`config.mk`:
```
export PLATFORM = sky130hd
export DESIGN_NAME = jtpang_chr_fetch_flat
export DESIGN_NICKNAME = d
export VERILOG_FILES = /design/src/rtl/jtpang_chr_fetch_if.sv /design/src/rtl/jtpang_chr_fetch.sv /design/src/flat_wrapper.sv
export SDC_FILE = /design/constraint.sdc
export NUM_CORES = 1
export LEC_CHECK = 0
export CAP_MARGIN = 20
export CORE_UTILIZATION = 40
export CTS_CLUSTER_DIAMETER = 150
export DETAILED_ROUTE_END_ITERATION = 10
export PLACE_DENSITY = 0.74
export SLEW_MARGIN = 20
export SYNTH_ARGS = -nofsm -noshare
export SYNTH_HDL_FRONTEND = slang
export SYNTH_SLANG_ARGS = --single-unit
```
`constraint.sdc`:
```
create_clock -name clk -period 3.1 [get_ports clk]
set_input_delay 0.93 -clock clk [delete_from_list [all_inputs] [get_ports clk]]
set_output_delay 0.93 -clock clk [all_outputs]
set_load 0.01 [all_outputs]
```
`src/rtl/jtpang_chr_fetch_if.sv`:
```
// Signal bundle between the char-layer fetcher and its neighbours:
// the line timing, the char VRAM, the char ROM slot and the line buffer.
interface jtpang_chr_fetch_if;
    logic        line_start;
    logic [7:0]  vrender;
    logic        busy;
    logic [10:0] vram_addr;
    logic [13:0] vram_code;
    logic [7:0]  vram_attr;
    // ROM handshake: chr_cs is held with a stable chr_addr until chr_ok is
    // taken; chr_ok is only trusted from the second cycle of a request.
    logic        chr_cs;
    logic [16:0] chr_addr;
    logic [31:0] chr_data;
    logic        chr_ok;
    logic        buf_we;
    logic [8:0]  buf_addr;
    logic [7:0]  buf_din;

    modport master (
        input  line_start, vrender, vram_code, vram_attr, chr_data, chr_ok,
        output busy, vram_addr, chr_cs, chr_addr, buf_we, buf_addr, buf_din
    );

    modport slave (
        output line_start, vrender, vram_code, vram_attr, chr_data, chr_ok,
        input  busy, vram_addr, chr_cs, chr_addr, buf_we, buf_addr, buf_din
    );
endinterface

```
`src/rtl/jtpang_chr_fetch.sv`:
```
// JTPANG char-layer scanline fetcher: walks one map row, fetches each tile
// row from the char ROM and writes 8 palette-tagged pixels per tile.
module jtpang_chr_fetch #(
    parameter int TILES = 48
) (
    input  logic                      clk,
    input  logic                      rst_n,
    jtpang_chr_fetch_if.master        bus,
    output logic [2:0]                st_dbg
);

    typedef enum logic [2:0] {
        IDLE  = 3'd0,
        VRAM  = 3'd1,
        LATCH = 3'd2,
        WAIT  = 3'd3,
        DRAW  = 3'd4
    } state_t;

    localparam logic [5:0] LAST_COL = 6'(TILES - 1);

    state_t      state_q, state_d;
    logic [5:0]  col_q, col_d;
    logic [2:0]  n_q, n_d;
    logic [7:0]  vr_q, vr_d;
    logic [3:0]  pal_q, pal_d;
    logic        hflip_q, hflip_d;
    logic [31:0] pix_q, pix_d;
    logic        wait2_q, wait2_d;
    logic        busy_q, busy_d;
    logic [10:0] vram_addr_q, vram_addr_d;
    logic        chr_cs_q, chr_cs_d;
    logic [16:0] chr_addr_q, chr_addr_d;
    logic        buf_we_q, buf_we_d;
    logic [8:0]  buf_addr_q, buf_addr_d;
    logic [7:0]  buf_din_q, buf_din_d;

    // Pixel n sits in nibble 7-n counting from the LSB; hflip reverses that.
    function automatic logic [3:0] nibble(input logic [31:0] d, input logic [2:0] n,
                                          input logic flip);
        logic [2:0] idx;
        idx = flip ? n : (3'd7 - n);
        return d[{idx, 2'b00} +: 4];
    endfunction

    always_comb begin
        state_d     = state_q;
        col_d       = col_q;
        n_d         = n_q;
        vr_d        = vr_q;
        pal_d       = pal_q;
        hflip_d     = hflip_q;
        pix_d       = pix_q;
        wait2_d     = wait2_q;
        busy_d      = busy_q;
        vram_addr_d = vram_addr_q;
        chr_cs_d    = chr_cs_q;
        chr_addr_d  = chr_addr_q;
        buf_we_d    = 1'b0;
        buf_addr_d  = buf_addr_q;
        buf_din_d   = buf_din_q;

        if (bus.line_start) begin
            // Start or abort-and-restart look the same from here on.
            state_d     = VRAM;
            vr_d        = bus.vrender;
            col_d       = 6'd0;
            busy_d      = 1'b1;
            vram_addr_d = {bus.vrender[7:3], 6'd0};
            chr_cs_d    = 1'b0;
        end else begin
            case (state_q)
                IDLE: busy_d = 1'b0;
                VRAM: state_d = LATCH;
                LATCH: begin
                    pal_d      = bus.vram_attr[3:0];
                    hflip_d    = bus.vram_attr[7];
                    chr_addr_d = {bus.vram_code, vr_q[2:0]};
                    chr_cs_d   = 1'b1;
                    wait2_d    = 1'b0;
                    state_d    = WAIT;
                end
                WAIT: begin
                    if (!wait2_q) begin
                        wait2_d = 1'b1;
                    end else if (bus.chr_ok) begin
                        pix_d      = bus.chr_data;
                        chr_cs_d   = 1'b0;
                        n_d        = 3'd0;
                        buf_we_d   = 1'b1;
                        buf_addr_d = {col_q, 3'd0};
                        buf_din_d  = {pal_q, nibble(bus.chr_data, 3'd0, hflip_q)};
                        state_d    = DRAW;
                    end
                end
                DRAW: begin
                    if (n_q != 3'd7) begin
                        n_d        = n_q + 3'd1;
                        buf_we_d   = 1'b1;
                        buf_addr_d = {col_q, n_d};
                        buf_din_d  = {pal_q, nibble(pix_q, n_d, hflip_q)};
                    end else if (col_q == LAST_COL) begin
                        busy_d  = 1'b0;
                        state_d = IDLE;
                    end else begin
                        col_d       = col_q + 6'd1;
                        vram_addr_d = {vr_q[7:3], col_d};
                        state_d     = VRAM;
                    end
                end
                default: state_d = IDLE;
            endcase
        end
    end

    always_ff @(posedge clk or negedge rst_n) begin
        if (!rst_n) begin
            state_q     <= IDLE;
            col_q       <= 6'd0;
            n_q         <= 3'd0;
            vr_q        <= 8'd0;
            pal_q       <= 4'd0;
            hflip_q     <= 1'b0;
            pix_q       <= 32'd0;
            wait2_q     <= 1'b0;
            busy_q      <= 1'b0;
            vram_addr_q <= 11'd0;
            chr_cs_q    <= 1'b0;
            chr_addr_q  <= 17'd0;
            buf_we_q    <= 1'b0;
            buf_addr_q  <= 9'd0;
            buf_din_q   <= 8'd0;
        end else begin
            state_q     <= state_d;
            col_q       <= col_d;
            n_q         <= n_d;
            vr_q        <= vr_d;
            pal_q       <= pal_d;
            hflip_q     <= hflip_d;
            pix_q       <= pix_d;
            wait2_q     <= wait2_d;
            busy_q      <= busy_d;
            vram_addr_q <= vram_addr_d;
            chr_cs_q    <= chr_cs_d;
            chr_addr_q  <= chr_addr_d;
            buf_we_q    <= buf_we_d;
            buf_addr_q  <= buf_addr_d;
            buf_din_q   <= buf_din_d;
        end
    end

    assign bus.busy      = busy_q;
    assign bus.vram_addr = vram_addr_q;
    assign bus.chr_cs    = chr_cs_q;
    assign bus.chr_addr  = chr_addr_q;
    assign bus.buf_we    = buf_we_q;
    assign bus.buf_addr  = buf_addr_q;
    assign bus.buf_din   = buf_din_q;
    assign st_dbg        = state_q;

endmodule
```
`src/flat_wrapper.sv`:
```
// flat-port wrapper written by rule: the top's interface ports become plain ports
module jtpang_chr_fetch_flat 
#(
    parameter int TILES = 48
)
  (clk, rst_n, st_dbg, bus_line_start, bus_vrender, bus_vram_code, bus_vram_attr, bus_chr_data, bus_chr_ok, bus_busy, bus_vram_addr, bus_chr_cs, bus_chr_addr, bus_buf_we, bus_buf_addr, bus_buf_din);
  jtpang_chr_fetch_if bus_i ();
  input  logic clk;
  input  logic rst_n;
  output logic [2:0] st_dbg;
  input wire logic [$bits(bus_i.line_start)-1:0] bus_line_start;
  input wire logic [$bits(bus_i.vrender)-1:0] bus_vrender;
  input wire logic [$bits(bus_i.vram_code)-1:0] bus_vram_code;
  input wire logic [$bits(bus_i.vram_attr)-1:0] bus_vram_attr;
  input wire logic [$bits(bus_i.chr_data)-1:0] bus_chr_data;
  input wire logic [$bits(bus_i.chr_ok)-1:0] bus_chr_ok;
  output wire logic [$bits(bus_i.busy)-1:0] bus_busy;
  output wire logic [$bits(bus_i.vram_addr)-1:0] bus_vram_addr;
  output wire logic [$bits(bus_i.chr_cs)-1:0] bus_chr_cs;
  output wire logic [$bits(bus_i.chr_addr)-1:0] bus_chr_addr;
  output wire logic [$bits(bus_i.buf_we)-1:0] bus_buf_we;
  output wire logic [$bits(bus_i.buf_addr)-1:0] bus_buf_addr;
  output wire logic [$bits(bus_i.buf_din)-1:0] bus_buf_din;
  assign bus_i.line_start = bus_line_start;
  assign bus_i.vrender = bus_vrender;
  assign bus_i.vram_code = bus_vram_code;
  assign bus_i.vram_attr = bus_vram_attr;
  assign bus_i.chr_data = bus_chr_data;
  assign bus_i.chr_ok = bus_chr_ok;
  assign bus_busy = bus_i.busy;
  assign bus_vram_addr = bus_i.vram_addr;
  assign bus_chr_cs = bus_i.chr_cs;
  assign bus_chr_addr = bus_i.chr_addr;
  assign bus_buf_we = bus_i.buf_we;
  assign bus_buf_addr = bus_i.buf_addr;
  assign bus_buf_din = bus_i.buf_din;
  jtpang_chr_fetch #(.TILES(TILES)) u_core (.clk(clk), .rst_n(rst_n), .bus(bus_i), .st_dbg(st_dbg));
endmodule
```
* Yosys cells after proc, flatten, opt, wreduce, memory -nomap -nowiden
Index checks and enable logic that the tools add are counted.
Storage, ports and cells: word-level logic and storage cells 93, register bits after elaboration 106, bits of input ports 66
Cells by class: reductions and logical operators 14, bitwise gates (word level) 1, $add $sub $neg 3, shifts and indexed selects 2, equality and inequality tests 16, multiplexer cells 42
Operators by type and width (number):
- indexed part select 32 x 6 -> 4 bit | 2
- 2-to-1 mux 11 bit | 4
- 2-to-1 mux 3 bit | 9
- 2-to-1 mux 9 bit | 3
- 2-to-1 mux 6 bit | 4
- 2-to-1 mux 8 bit | 3
- case mux 9 bit (2 select lines) | 1
- case mux 8 bit (2 select lines) | 1
- case mux 3 bit (5 select lines) | 1
- 2-to-1 mux 1 bit | 11
- inequality test 3 bit (second input constant) | 3
- AND reduction 3 bit | 3
- inequality test 2 bit (second input constant) | 4
- case mux 1 bit (2 select lines) | 4
- AND reduction 4 bit | 2
- adder 6 x 1 -> 6 bit (second input constant) | 1
- == test 3 x 2 -> 1 bit (second input constant) | 2
- == test 6 bit (second input constant) | 1
- inequality test 3 x 2 -> 1 bit (second input constant) | 2
- case mux 3 bit (2 select lines) | 1
- nonzero test 2 bit | 3
- nonzero test 3 bit | 2
- AND reduction 5 bit | 1
- inequality test 2 x 1 -> 1 bit (second input constant) | 2
- other kinds (7) | 8

* Longest topological paths before layout
word-level depth 6, depth in mapped cells 8, gate-level depth less buffers 7

* Least setup slack after synthesis
OpenSTA, ideal clock, no wires.
kind input port to flip-flop, start input bus_line_start, end register u_core.chr_addr_q[13] (netlist: u_core.bus.chr_addr[13]), slack 942 ps, data arrival time 2034 ps, cell stages on the path 4, path buffers 2, path through buf_2 -> nor3_1 -> buf_2 -> mux2_2
On the way: word-level cells in the longest chain between the ends 2
Ends and longest elaborated chain:
- start: declaration | line flat_wrapper.sv:11 | input wire logic [$bits(bus_i.line_start)-1:0] bus_line_start;
- inverter 1 bit (no source line)
- AND reduction 2 bit (no source line)
- end signal: assignment | line jtpang_chr_fetch.sv:145 | chr_addr_q <= chr_addr_d;
- end: declaration | line jtpang_chr_fetch.sv:33 | logic [16:0] chr_addr_q, chr_addr_d;
No other way between the ends. A chain may end at the register's enable or synchronous reset.

==> metrics.txt <==
post-synthesis instance total=343; area added between synthesis and finish=33.4%; Core Rows=38; Core Footprint=10800 µm²; final instance area=5900 µm²; iteration-0 DRC count of the detailed router=108; initial core utilization=0.410; Worst Skew=0.00930 ns; placed cell count=582; leakage power=2.49 nW; detailed placer's ending HPWL=between 6 and 7 mm; Unique masters post-synth=49; post-layout min period=2.65 ns; die span in y=107 µm; core occupancy in the finished layout=0.546; Post-Syn Nets=412; number of buffers created by CTS=9; latest clock arrival within the worst-skew pair=0.35 ns; Port Buffers=113; Yosys warnings=0; GRT Total Usage=0.183; final weighted congestion in routability-driven placement=0.821; via count of the first global-routing pass=3249; Setup CP Type=reg -> out; final-layout setup total negative slack=0 ns; share of synthesized area occupied by flip-flops and latches=0.549; count of final hold-check violations=0; Async SR Flop Fraction=1.00; maximum VDD drop=0.348 mV; outcome=finished, final reports clean; Critical Path Sink Type=output port; number of max-slew violations in the final report=0; layout cell share with drive strength beyond 1=0.140; Post-Place Cell Area=5710 µm²; count of flip-flops with a built-in enable after synthesis=0; vias per cell=5.21; maximum number of pins on one net before global-route repair=52; max frequency=377 MHz; Post-DRT Antenna Nets=0; maximum level of the CTS H-tree=3; number of sinks handled by clock tree synthesis=97; Clk Tree Root Cell=sky130_fd_sc_hd__clkbuf_8; setup repair bufs after CTS=0; Resized Gates After CTS=0; post-placement setup slack=0.250 ns; maximum fanout encountered on the critical timing path=30; CTS tree=yes; die area=11500 µm²; first-pass GRT wire length=16.3 mm; count of hold buffers inserted by post-cts repair=0; worst rel slew slack=0.591; buffer depth of the longest clock path=2; area share of the largest cell type after synthesis=0.549; Final setup violation count=0; final-stage net count=522; routed wire length per instance=16.2 µm; worst min path class=reg -> reg; number of top-level pins=117; total via count in the routed design=a little over 3000; x dimension of the die=107 µm; power consumption=between 4 and 5 mW; Final Non-Filler Cells=597; crit start category=flop; pwr dens=between 700 and 800 nW/µm²; DRC Markers=0; Initial DRT Pass Iterations=4; Final Hold Slack=0.494 ns; required time of the worst setup path=2.17 ns; RSZ-0062 raised after global routing=false; cell taking the most area after synthesis=sky130_fd_sc_hd__dfrtp_1; number of synthesized register bits=97; period utilization=0.856; worst slew pin tran=0.614 ns; prevailing post-synth register cell=sky130_fd_sc_hd__dfrtp_1; total standard cell area after synthesis=4420 µm²; max-cap violation count=0; clock slew at reported path FFs=around 0.1 ns; endpoint arrival time on the critical path=between 1.5 and 2 ns; grt total ovfl=0; per-instance average area after synthesis=12.9 µm²; Final Worst Setup Slack=0.446 ns; synth top area cells=sky130_fd_sc_hd__dfrtp_1 55%, sky130_fd_sc_hd__mux2_1 12%, sky130_fd_sc_hd__mux2_2 8.4%; ANT cells=0; wirelength, routed=9.66 mm; number of antenna violations at the first check in global routing=0
-- flip-flops by register name (all words and copies together) (netlist names), 2 cells and up --
| name | flops |
|---|---|
| u_core.bus.buf_addr | 7 |
| u_core.bus.vram_addr | 6 |
| u_core.bus.chr_addr | 17 |
| u_core.n_q | 2 |
| u_core.pix_q | 32 |
| u_core.vr_q | 8 |
| u_core.col_q | 5 |
| u_core.st_dbg | 3 |
| u_core.bus.buf_din | 8 |
| u_core.pal_q | 4 |
-- worst max-delay path, stage by stage (launching register included) --
cell                              delay, ns
sky130_fd_sc_hd__dfrtp_1               0.37
sky130_fd_sc_hd__buf_4                 0.36
sky130_fd_sc_hd__clkdlybuf4s50_1       0.64
-- kinds of logic after synthesis --
| group | after synthesis | share of synthesized area |
|---|---|---|
| multiplexers | 100 | 0.249 |
| AND/OR/NAND/NOR | 59 | 0.0679 |
| AO/OA/AOI/OAI | 54 | 0.0846 |
| buffers and inverters | 25 | 0.0311 |
| adder cells (fa/ha/maj) | 3 | 0.00849 |
| flip-flops | 97 | 0.549 |
| XOR/XNOR | 5 | 0.00991 |
-- power breakdown --
group	switching, mW	internal [mW]
registers	0.298	1.69
logic	0.629	0.877
clock network	0.445	0.374
total	1.37	2.94
-- area by class of cell --
type                    instances  area (µm²)
clock inverters                 6        66.3
well taps                     140         175
multi-input cells             221        1870
inverters                       3        11.3
repair buffers                121        1230
fillers                       936        4900
clock buffers                   9         124
flip-flops and latches         97        2430
-- per-layer routing --
layer	share of wire	GRT usage	vias up
met2	0.47	0.293	93
met3	0.072	0.0571	6
met1	0.45	0.240	1545
met4	0.0085	0.0499	0
li1	-	-	1468
met5	0	0	-
-- final timing paths --
check	from	to	slack [ns]	cells after the start
min	u_core.pal_q[1]	u_core.bus.buf_din[5]	0.49	1
max reg2reg	u_core.n_q[1]	u_core.bus.buf_din[2]	0.62	6
max in group asynchronous	rst_n	u_core.bus.chr_addr[5]	1.81	2
max	u_core.n_q[0]	bus_buf_addr[0]	0.45	2
min reg2reg	u_core.pal_q[1]	u_core.bus.buf_din[5]	0.49	1
min in group asynchronous	rst_n	u_core.bus.buf_addr[4]	0.57	1
-- placed cells by master (no fill, tap or decap), types with 3 or more instances in the layout --
cell | Yosys | final
sky130_fd_sc_hd__clkdlybuf4s50_1 | 0 | 112
sky130_fd_sc_hd__dfrtp_1 | 97 | 97
sky130_fd_sc_hd__mux2_1 | 46 | 46
sky130_fd_sc_hd__mux2_2 | 33 | 33
sky130_fd_sc_hd__mux2i_1 | 21 | 21
sky130_fd_sc_hd__nand2_1 | 18 | 18
sky130_fd_sc_hd__nor2_1 | 13 | 13
sky130_fd_sc_hd__clkbuf_8 | 0 | 9
sky130_fd_sc_hd__a21oi_1 | 8 | 8
sky130_fd_sc_hd__o22ai_1 | 7 | 7
sky130_fd_sc_hd__o21ai_0 | 6 | 6
sky130_fd_sc_hd__a211oi_1 | 6 | 6
sky130_fd_sc_hd__buf_4 | 3 | 6
sky130_fd_sc_hd__a21o_1 | 5 | 5
sky130_fd_sc_hd__xor2_1 | 4 | 4
sky130_fd_sc_hd__nand3_1 | 4 | 4
sky130_fd_sc_hd__and3_1 | 3 | 3
sky130_fd_sc_hd__nand4_1 | 3 | 3
sky130_fd_sc_hd__a22o_1 | 3 | 3
sky130_fd_sc_hd__a22oi_1 | 4 | 3
sky130_fd_sc_hd__a31oi_1 | 3 | 3
sky130_fd_sc_hd__nor3_1 | 4 | 3
sky130_fd_sc_hd__ha_1 | 3 | 3
sky130_fd_sc_hd__buf_12 | 0 | 3
-- cells in the mapped netlist, drive strengths merged, types with 2 or more instances --
cell type / number
a211oi: 6
a21o: 5
a21oi: 8
a22o: 3
a22oi: 4
a31oi: 3
and2: 2
and3: 3
buf: 20
clkbuf: 2
dfrtp: 97
ha: 3
inv: 3
mux2: 79
mux2i: 21
nand2: 18
nand3: 4
nand4: 3
nor2: 14
nor2b: 3
nor3: 4
nor3b: 3
o21ai: 7
o22ai: 7
o31ai: 2
or2: 3
xor2: 4
Note: power is estimated with default switching activity, not from simulation.
